<file path="config.mk">
export PLATFORM = sky130hd
export DESIGN_NAME = wb_initiator
export DESIGN_NICKNAME = d
export VERILOG_FILES = /design/src/rtl/wb_initiator.sv
export SDC_FILE = /design/constraint.sdc
export NUM_CORES = 1
export LEC_CHECK = 0
export BUFFER_PORTS_ARGS = -buffer_cell sky130_fd_sc_hd__buf_2
export CELL_PAD_IN_SITES_DETAIL_PLACEMENT = 2
export CELL_PAD_IN_SITES_GLOBAL_PLACEMENT = 2
export CORE_MARGIN = 2
export CORE_UTILIZATION = 29
export DETAILED_ROUTE_END_ITERATION = 8
export GPL_TIMING_DRIVEN = 1
export PLACE_DENSITY = 0.78
export SYNTH_ARGS = -nofsm -noshare
export SYNTH_HDL_FRONTEND = slang
export SYNTH_SLANG_ARGS = --single-unit
</file>
<file path="constraint.sdc">
create_clock -name wb_clk_i -period 2.24 [get_ports wb_clk_i]
set_input_delay 0.448 -clock wb_clk_i [delete_from_list [all_inputs] [get_ports wb_clk_i]]
set_output_delay 0.448 -clock wb_clk_i [all_outputs]
set_load 0.02 [all_outputs]
</file>
<file path="src/rtl/wb_initiator.sv">
// Single-transfer Wishbone classic initiator: one command in, one bus cycle out,
// one response back, with an optional strobe timeout that aborts a silent slave.
module wb_initiator #(
    parameter int TIMEOUT = 255
) (
    input  logic        wb_clk_i,
    input  logic        wb_rst_n,
    input  logic        cmd_valid,
    output logic        cmd_ready,
    input  logic        cmd_we,
    input  logic [31:0] cmd_adr,
    input  logic [31:0] cmd_dat,
    input  logic [3:0]  cmd_sel,
    output logic        rsp_valid,
    input  logic        rsp_ready,
    output logic [31:0] rsp_dat,
    output logic        rsp_err,
    output logic        wbm_cyc_o,
    output logic        wbm_stb_o,
    output logic        wbm_we_o,
    output logic [31:0] wbm_adr_o,
    output logic [31:0] wbm_dat_o,
    output logic [3:0]  wbm_sel_o,
    input  logic        wbm_ack_i,
    input  logic [31:0] wbm_dat_i
);

    typedef enum logic [1:0] {IDLE, BUS, RESP} state_t;

    // An 8-bit saturating counter can never reach a limit beyond 256 cycles,
    // so such settings behave like a disabled timeout.
    localparam bit         TO_EN   = (TIMEOUT > 0) && (TIMEOUT <= 256);
    localparam logic [7:0] TO_LAST = TO_EN ? 8'(TIMEOUT - 1) : 8'hFF;

    state_t     state;
    logic [7:0] cnt;

    always_ff @(posedge wb_clk_i or negedge wb_rst_n) begin
        if (!wb_rst_n) begin
            state     <= IDLE;
            cnt       <= '0;
            cmd_ready <= 1'b0;
            rsp_valid <= 1'b0;
            rsp_dat   <= '0;
            rsp_err   <= 1'b0;
            wbm_cyc_o <= 1'b0;
            wbm_stb_o <= 1'b0;
            wbm_we_o  <= 1'b0;
            wbm_adr_o <= '0;
            wbm_dat_o <= '0;
            wbm_sel_o <= '0;
        end else begin
            case (state)
                IDLE: begin
                    if (cmd_ready && cmd_valid) begin
                        wbm_we_o  <= cmd_we;
                        wbm_adr_o <= cmd_adr;
                        wbm_dat_o <= cmd_dat;
                        wbm_sel_o <= cmd_sel;
                        wbm_cyc_o <= 1'b1;
                        wbm_stb_o <= 1'b1;
                        cnt       <= '0;
                        cmd_ready <= 1'b0;
                        state     <= BUS;
                    end else begin
                        cmd_ready <= 1'b1;
                    end
                end
                BUS: begin
                    // Ack is tested first so it wins a same-cycle timeout.
                    if (wbm_ack_i) begin
                        wbm_cyc_o <= 1'b0;
                        wbm_stb_o <= 1'b0;
                        rsp_dat   <= wbm_we_o ? 32'h0 : wbm_dat_i;
                        rsp_err   <= 1'b0;
                        rsp_valid <= 1'b1;
                        state     <= RESP;
                    end else if (TO_EN && cnt == TO_LAST) begin
                        wbm_cyc_o <= 1'b0;
                        wbm_stb_o <= 1'b0;
                        rsp_dat   <= '0;
                        rsp_err   <= 1'b1;
                        rsp_valid <= 1'b1;
                        state     <= RESP;
                    end else if (cnt != 8'hFF) begin
                        cnt <= cnt + 8'd1;
                    end
                end
                RESP: begin
                    if (rsp_ready) begin
                        rsp_valid <= 1'b0;
                        cmd_ready <= 1'b1;
                        state     <= IDLE;
                    end
                end
                default: begin
                    state     <= IDLE;
                    cmd_ready <= 1'b0;
                    wbm_cyc_o <= 1'b0;
                    wbm_stb_o <= 1'b0;
                    rsp_valid <= 1'b0;
                end
            endcase
        end
    end

endmodule

</file>
# Word level (Yosys, flattened, before mapping)
# Cells that the tools add are included.
dict set report totals {
  reg_bits 115
  in_bits 106
  out_inout_bits 106
  word_cells 61
}
dict set report op_classes {
  addsub 1
  n_eq_ne 10
  muxes 25
  n_bitwise 3
  n_reduce_logical 11
}
# operator count
set ops {}
lappend ops {{2-to-1 mux 32 bit} 3}
lappend ops {{2-to-1 mux 8 bit} 4}
lappend ops {{one-hot mux 8 bit (2 select lines)} 1}
lappend ops {{inequality test 2 bit (second input constant)} 5}
lappend ops {{2-to-1 mux 1 bit} 9}
lappend ops {{one-hot mux 1 bit (3 select lines)} 3}
lappend ops {{AND reduction 3 bit} 3}
lappend ops {{adder 8 x 1 -> 8 bit (second input constant)} 1}
lappend ops {{equality test 8 bit (second input constant)} 1}
lappend ops {{2-to-1 mux 2 bit} 4}
lappend ops {{inequality test 8 bit (second input constant)} 1}
lappend ops {{one-hot mux 2 bit (3 select lines)} 1}
lappend ops {{AND reduction 2 bit} 3}
lappend ops {{AND reduction 5 bit} 1}
lappend ops {{nonzero test 2 bit} 2}
lappend ops {{inequality test 3 bit (second input constant)} 1}
lappend ops {{inverter 1 bit} 3}
lappend ops {{equality test 2 x 1 -> 1 bit (second input constant)} 1}
lappend ops {{equality test 2 bit (second input constant)} 1}
lappend ops {{zero test 2 bit} 1}
lappend ops {{logical AND 1 bit} 1}

# Logic depth before layout (Yosys ltp)
# Gate-level depths: netlist of the first run.
dict set report depth {
  word_depth 5
  mapped_depth 8
  ltp_nobuf 6
}

# Worst setup path before layout of the first run
# Ideal clock, no wire load.
dict set report synth_timing {
  kind {register to register}
  start {register cnt[0]}
  end {register cnt[2]}
  setup_time_ns 0.104
  arrival_time_ns 1.820
  required_time_ns 2.136
  slack_ns 0.316
  path_stages_with_launch 8
  path_buffers 1
  synth_period_minus_slack_ns 1.924
  cell_sequence {dfrtp_1 > inv_1 > ha_1 > and3_1 > buf_6 > a21o_1 > a2111o_1 > o311ai_1}
}
dict set report synth_via {
  elab_chain_len 5
  word_cells_on_any_way 10
  classes_between {1 x add/sub; 4 x eq/ne; 4 x mux; 1 x reduce/logical}
}
# item line_no
set synth_rtl {}
lappend synth_rtl {{from (decl)} 36} ;# logic [7:0] cnt;
lappend synth_rtl {{from (signal assigned)} 86} ;# cnt <= cnt + 8'd1;
lappend synth_rtl {{adder 8 x 1 -> 8 bit} 86}
lappend synth_rtl {{2-to-1 mux 8 bit} 85} ;# end else if (cnt != 8'hFF) begin
lappend synth_rtl {{2-to-1 mux 8 bit} 78} ;# end else if (TO_EN && cnt == TO_LAST) begin
lappend synth_rtl {{2-to-1 mux 8 bit} 71} ;# if (wbm_ack_i) begin
lappend synth_rtl {{one-hot mux 8 bit (2 select lines)} 53} ;# case (state)
# Several ways; a longest one is shown, not always the timed one. The select of a mux whose other input is x is not followed.
# A chain may end at the register's enable or synchronous reset.

# Final worst setup path of the first run
# Ends and elaborated chain as after synthesis.

==> metrics.md, run 1 <==
| Metric | Value |
|---|---|
| DR vias/cell | approximately 4.8 |
| Gp weighted congestion | roughly 0.75 |
| Finished Core Util | 0.420 |
| CP peak stage delay | ~0.54 ns |
| PortBufs | between 200 and 250 |
| Top cells by area, synth | dfrtp_1 (65%), mux2_2 (17%), a22o_1 (6.3%), a21oi_1 (0.90%), buf_2 (0.90%) |
| Total Routing Usage GR | 0.168 |
| Crit path launch type | flip-flop |
| Post-CTS sizing | 0 |
| Cell taking the most area after synthesis | dfrtp_1 |
| Unrepaired setup endpoints after global routing | false |
| Max Slew Vio Count | 0 |
| Initial DRC Count | 73 |
| Global-route wire length before repair | 20800 um |
| Post-route ant nets | 0 |
| Sequential area share after synthesis | 0.647 |
| Die H | about 130 um |
| Commonest non-fill, non-tap cell in the layout | buf_2 |
| Number of setup violations in the final report | 0 |
| CP max FO | 7 |
| Leakage | slightly above 3 nW |
| Die area | 16300 um2 |
| Layout overhead on the synthesized area | 42.5% |
| Core area | between 15000 and 20000 um2 |
| Via count | roughly 3.5k |
| Hold Buf Count CTS | 1 |
| Status | complete, no violations |
| Initial core utilization | 0.295 |
| Gate Count Post-Synth | 304 |
| Setup TNS | 0 ns |
| DP Cell Count | between 600 and 700 |
| Cell area power density | around 1600 nW/um2 |
| Worst-path clk slew | ~0.060 ns |
| Worst Hold Launch | wbm_dat_i[16] |
| Minimum clock period after layout | approximately 2.1 ns |
| CTS tree | built |
| N_diodes | 0 |
| Post-CTS setup buffer count | 0 |
| Seq cells post-synth | 115 |
| Slew @ Worst Pin | between 0.6 and 0.7 ns |
| Crit path capture type | flip-flop |
| 1st-pass router iterations | 4 |
| CP cell instances | inv_1, ha_1, and3_1, a21o_1, a2111o_1, o311ai_1 |
| Layout Cells excl Fill | roughly 730 |
| Clock sinks | between 100 and 150 |
| Fin Clk Skew | between 0.005 and 0.006 ns |
| CP max stage cell | a2111o_1 |
| Vias in the first global route | 3870 |
| Top Ports | approximately 210 |
| CTS Buf Count | 17 |
| Die W | around 130 um |
| Post-DP HPWL | a little under 10000 um |
| Num rows | 45 |
| Worst-skew pair later-pin latency | slightly above 0.4 ns |
| Global route overflow | 0 |
| Worst min path class | primary input to flip-flop |
| Worst Path Required | 2.55 ns |
| Largest net degree at the start of global routing | 68 |
| Slew headroom | 0.561 |
| Clk buf depth | 2 |
| Max Fclk | 0.479 GHz |
| Worst VDD drop | slightly below 0.5 mV |
| DRT Wirelength | between 10000 and 15000 um |
| Drt drc | 0 |
| Fin crit share | 0.931 |
| Routed len/inst | approximately 18 um |
| H-tree Lvls | 4 |
| Syn Nets | ~400 |
| Critical R2R Launch | cnt[0] |
| Synth Cell Area | about 4400 um2 |
| Syn Area/Cell | 14.6 um2 |
| CP Class | flip-flop to flip-flop |
| Top-area cell type share of the netlist area | 0.647 |
| Initial antenna violation count | 0 |
| Fin nets | about 630 |
| Cell variety after synth | 37 |
| Final Hold Viols | 0 |
| Setup ws final | approximately 0.15 ns |
| Max Cap Violations | 0 |
| Synthesis Warnings | 0 |
| Commonest cells after routing, fill and taps aside | buf_2 (210), dfrtp_1 (115), mux2_2 (69) |
| Worst EP arrival | between 2 and 2.5 ns |
| Layout cells sized above 1 | 0.600 |
| Place WS | between 0.1 and 0.15 ns |
| Clk root buf | clkbuf_16 |
| Crit. Startpoint | cnt[0] |
==> cell type report <==
| type | instances | area (um2) |
|---|---|---|
| tap | 188 | 235 |
| clock buffer | 17 | 425 |
| inverter | 9 | 33.8 |
| fill | 1569 | 8750 |
| multi-input combinational | 162 | 1460 |
| clock inverter | 15 | 166 |
| sequential | 115 | 2880 |
| timing repair buffer | 219 | 1150 |
==> path summary, 6_finish.rpt <==
path                                to  slack [ns]  cells past startpoint
max                             cnt[2]        0.15                      6
min                        rsp_dat[16]        0.25                      2
max reg2reg                     cnt[2]        0.15                      6
min reg2reg                rsp_dat[31]        0.50                      1
max in group asynchronous   rsp_dat[8]        1.08                      3
min in group asynchronous       cnt[1]        0.46                      2
==> synthesized netlist by cell type <==
master	n
mux2_2	69
a21oi_1	8
buf_2	8
ha_1	2
nor3_2	1
and3_1	2
dfrtp_1	115
a31oi_1	2
nor2_1	4
nand2_1	9
and4_1	1
o311ai_0	1
a311o_1	1
a21o_1	2
nand2b_1	2
nand3_1	3
buf_6	1
o211ai_1	4
nand4_1	1
a2111oi_0	1
a2111o_1	2
inv_1	9
mux2i_1	1
a211o_1	1
o22ai_1	3
nor3_1	1
clkbuf_1	7
clkbuf_2	1
a21boi_0	1
o311ai_1	1
or2_2	1
o21ai_0	2
o32ai_1	1
nor2b_1	1
buf_4	1
a22o_1	32
or3_1	2
==> flip-flops by register name, indices dropped and copies added (netlist names) <==
signal	count
wbm_sel_o	4
wbm_dat_o	32
cmd_ready	1
rsp_dat	32
rsp_err	1
state	2
wbm_adr_o	32
wbm_we_o	1
rsp_valid	1
wbm_stb_o	1
cnt	8
==> per-stage QoR <==
step / cell area [um2] / power (mW) / hold slack [ns]
2_1_floorplan: 4450 / 6.15 / 0.152
3_3_place_gp: 5740 / 7.55 / 0.329
3_5_place_dp: 5740 / 7.78 / 0.336
4_1_cts: 6340 / 10.6 / 0.228
5_1_grt: 6340 / 11.0 / 0.232
6_report: 6340 / 10.4 / 0.251
==> logic make-up (layout without fill, tap and decap cells) <==
kind of cell / count (synthesis) / count (layout) / synth area share
buffers and inverters: 27 / 260 / 0.0278
adder cells (fa/ha/maj): 2 / 2 / 0.00562
AO/OA/AOI/OAI: 62 / 62 / 0.110
AND/OR/NAND/NOR: 28 / 28 / 0.0323
flip-flops: 115 / 115 / 0.647
multiplexers: 70 / 70 / 0.177
==> critical path: cells and delay by family, from the launching register on <==
kind / cells / cell delay [ns]
AO/OA/AOI/OAI: 3 / 1.08
flip-flops: 1 / 0.42
AND/OR/NAND/NOR: 1 / 0.24
adder cells (fa/ha/maj): 1 / 0.19
buffers and inverters: 1 / 0.06
==> power breakdown <==
part	switching [mW]	total, mW	internal, mW
Combinational	2.35	4.06	1.71
Sequential	0.574	3.61	3.04
Clock	0.971	2.70	1.73
Total	3.90	10.4	6.48
==> routing by layer <==
metal,GRT usage,part of all wire
met2,0.290,0.52
met3,0.0580,0.079
met5,0,0
met1,0.188,0.38
met4,0.0737,0.018
(Power assumes the default switching activity.)
==> inputs of run 2 (changes only) <==
Settings changed: PLACE_DENSITY 0.78 to not set, PLACE_DENSITY_LB_ADDON set to 0.1.
==> run 2 against run 1 <==
Compared with the run above:
- global-route usage fell by 0.23 points
- worst hold slack got worse by 0.25 ns
- clock skew rose by 0.0048 ns
- routed wire length barely moved
- total power rose by 2.5%
- critical endpoint is now cnt[5]
- largest power group unchanged
==> metrics.md, run 2 (same netlist as run 1, synthesis figures left out) <==
| Metric | Value |
|---|---|
| Num rows | 45 |
| Clock sinks | approximately 120 |
| Worst Path Required | roughly 2.6 ns |
| Final Hold Viols | 0 |
| 1st-pass router iterations | 4 |
| PortBufs | around 210 |
| Post-route ant nets | 0 |
| Global route overflow | 0 |
| Global-route wire length before repair | 20500 um |
| Post-DP HPWL | between 9000 and 10000 um |
| Clk buf depth | 2 |
| Clk root buf | clkbuf_16 |
| Leakage | roughly 3.2 nW |
| Post-CTS setup buffer count | 0 |
| Post-CTS sizing | 0 |
| Cell area power density | between 1500 and 2000 nW/um2 |
| DRT Wirelength | around 13000 um |
| Slew @ Worst Pin | ~0.54 ns |
| CTS tree | built |
| Slew headroom | 0.629 |
| Commonest non-fill, non-tap cell in the layout | buf_2 |
| Die H | between 100 and 150 um |
| Die area | 16300 um2 |
| CP max stage cell | dfrtp_1 |
| Routed len/inst | around 18 um |
| Layout overhead on the synthesized area | 44.5% |
| Worst-skew pair later-pin latency | roughly 0.4 ns |
| Via count | around 3.4k |
| Largest net degree at the start of global routing | 61 |
| Status | complete, no violations |
| Drt drc | 0 |
| Max Slew Vio Count | 0 |
| Max Fclk | around 0.47 GHz |
| Initial antenna violation count | 1 |
| Hold Buf Count CTS | 0 |
| Worst-path clk slew | ~0.05 ns |
| Vias in the first global route | around 3.7k |
| Fin crit share | 0.951 |
| Total Routing Usage GR | 0.166 |
| Minimum clock period after layout | 2.13 ns |
| Worst min path class | primary input to asynchronous set/reset pin |
| CP cell instances | inv_1, ha_1, and3_1, a21o_1, a2111o_1, buf_4, o211ai_1 |
| Initial DRC Count | between 100 and 150 |
| Initial core utilization | 0.295 |
| Die W | ~130 um |
| DR vias/cell | 4.70 |
| Top flop regs | rsp_dat: 32 flops, wbm_adr_o: 32 flops, wbm_dat_o: 32 flops |
| Max Cap Violations | 0 |
| Hold WS | 0.00266 ns |
| Number of setup violations in the final report | 0 |
| CP max FO | 7 |
| Commonest cells after routing, fill and taps aside | buf_2 (210), dfrtp_1 (115), mux2_2 (69) |
| CTS Buf Count | 17 |
| Crit path launch type | flip-flop |
| Layout cells sized above 1 | 0.599 |
| H-tree Lvls | 4 |
| Core area | approximately 15000 um2 |
| Fin Clk Skew | roughly 0.011 ns |
| CP Class | flip-flop to flip-flop |
| Gp weighted congestion | between 0.7 and 0.8 |
| Fin nets | roughly 630 |
| Top Ports | 212 |
| Worst VDD drop | about 0.79 mV |
| N_diodes | 0 |
| Worst EP arrival | between 2 and 2.5 ns |
| Power Total | 10.6 mW |
| CP peak stage delay | approximately 0.44 ns |
| Crit path capture type | flip-flop |
-- run 2: routing by layer --
metal | vias to the layer above | track usage | part of all wire
li1 | 1554 | - | -
met3 | 17 | 0.0659 | 0.077
met4 | 0 | 0.0601 | 0.016
met2 | 139 | 0.270 | 0.49
met1 | 1707 | 0.198 | 0.41
met5 | - | 0 | 0
-- run 2: worst paths after layout --
path	start	end	slack, ns	depth (start not counted)
worst max-delay path	cnt[0]	cnt[5]	0.11	7
worst min-delay path	wb_rst_n	wbm_adr_o[9]	0.003	1
worst max register to register	cnt[0]	cnt[5]	0.11	7
worst min register to register	rsp_dat[23]	rsp_dat[23]	0.50	1
max in group asynchronous	wb_rst_n	rsp_dat[0]	1.62	2
min in group wb_clk_i	wbm_dat_i[12]	rsp_dat[12]	0.25	2
-- run 2: layout make-up --
cell class	instances	area, um2
clock inverter	13	209
clock buffer	19	433
fill	1578	8660
timing repair buffer	221	1180
tap	188	235
multi-input combinational	162	1460
sequential	115	2880
inverter	9	33.8
-- run 2: where the power goes --
part	internal [mW]	switching (mW)
Clock	1.97	0.967
Sequential	3.03	0.543
Combinational	1.74	2.38
Total	6.75	3.89
-- run 2: worst max-delay path: cells and delay by family, from the launching register on --
kind	cells	cell delay (ns)
AOI/OAI and AO/OA	3	0.91
adders and majority gates	1	0.20
DFF	1	0.44
and+or+nand+nor	1	0.25
buffers and inverters	2	0.25
-- run 2: metrics by stage --
step	setup TNS [ns]	cells	setup WS, ns	area (um2)	util
2_1_floorplan	0	304	0.316	4450	-
3_3_place_gp	0	693	0.184	5770	0.382
3_5_place_dp	0	693	0.0619	5770	0.382
4_1_cts	0	725	0.0800	6410	0.425
5_1_grt	-0.00828	727	-0.00828	6430	0.426
6_report	0	727	0.110	6430	0.426
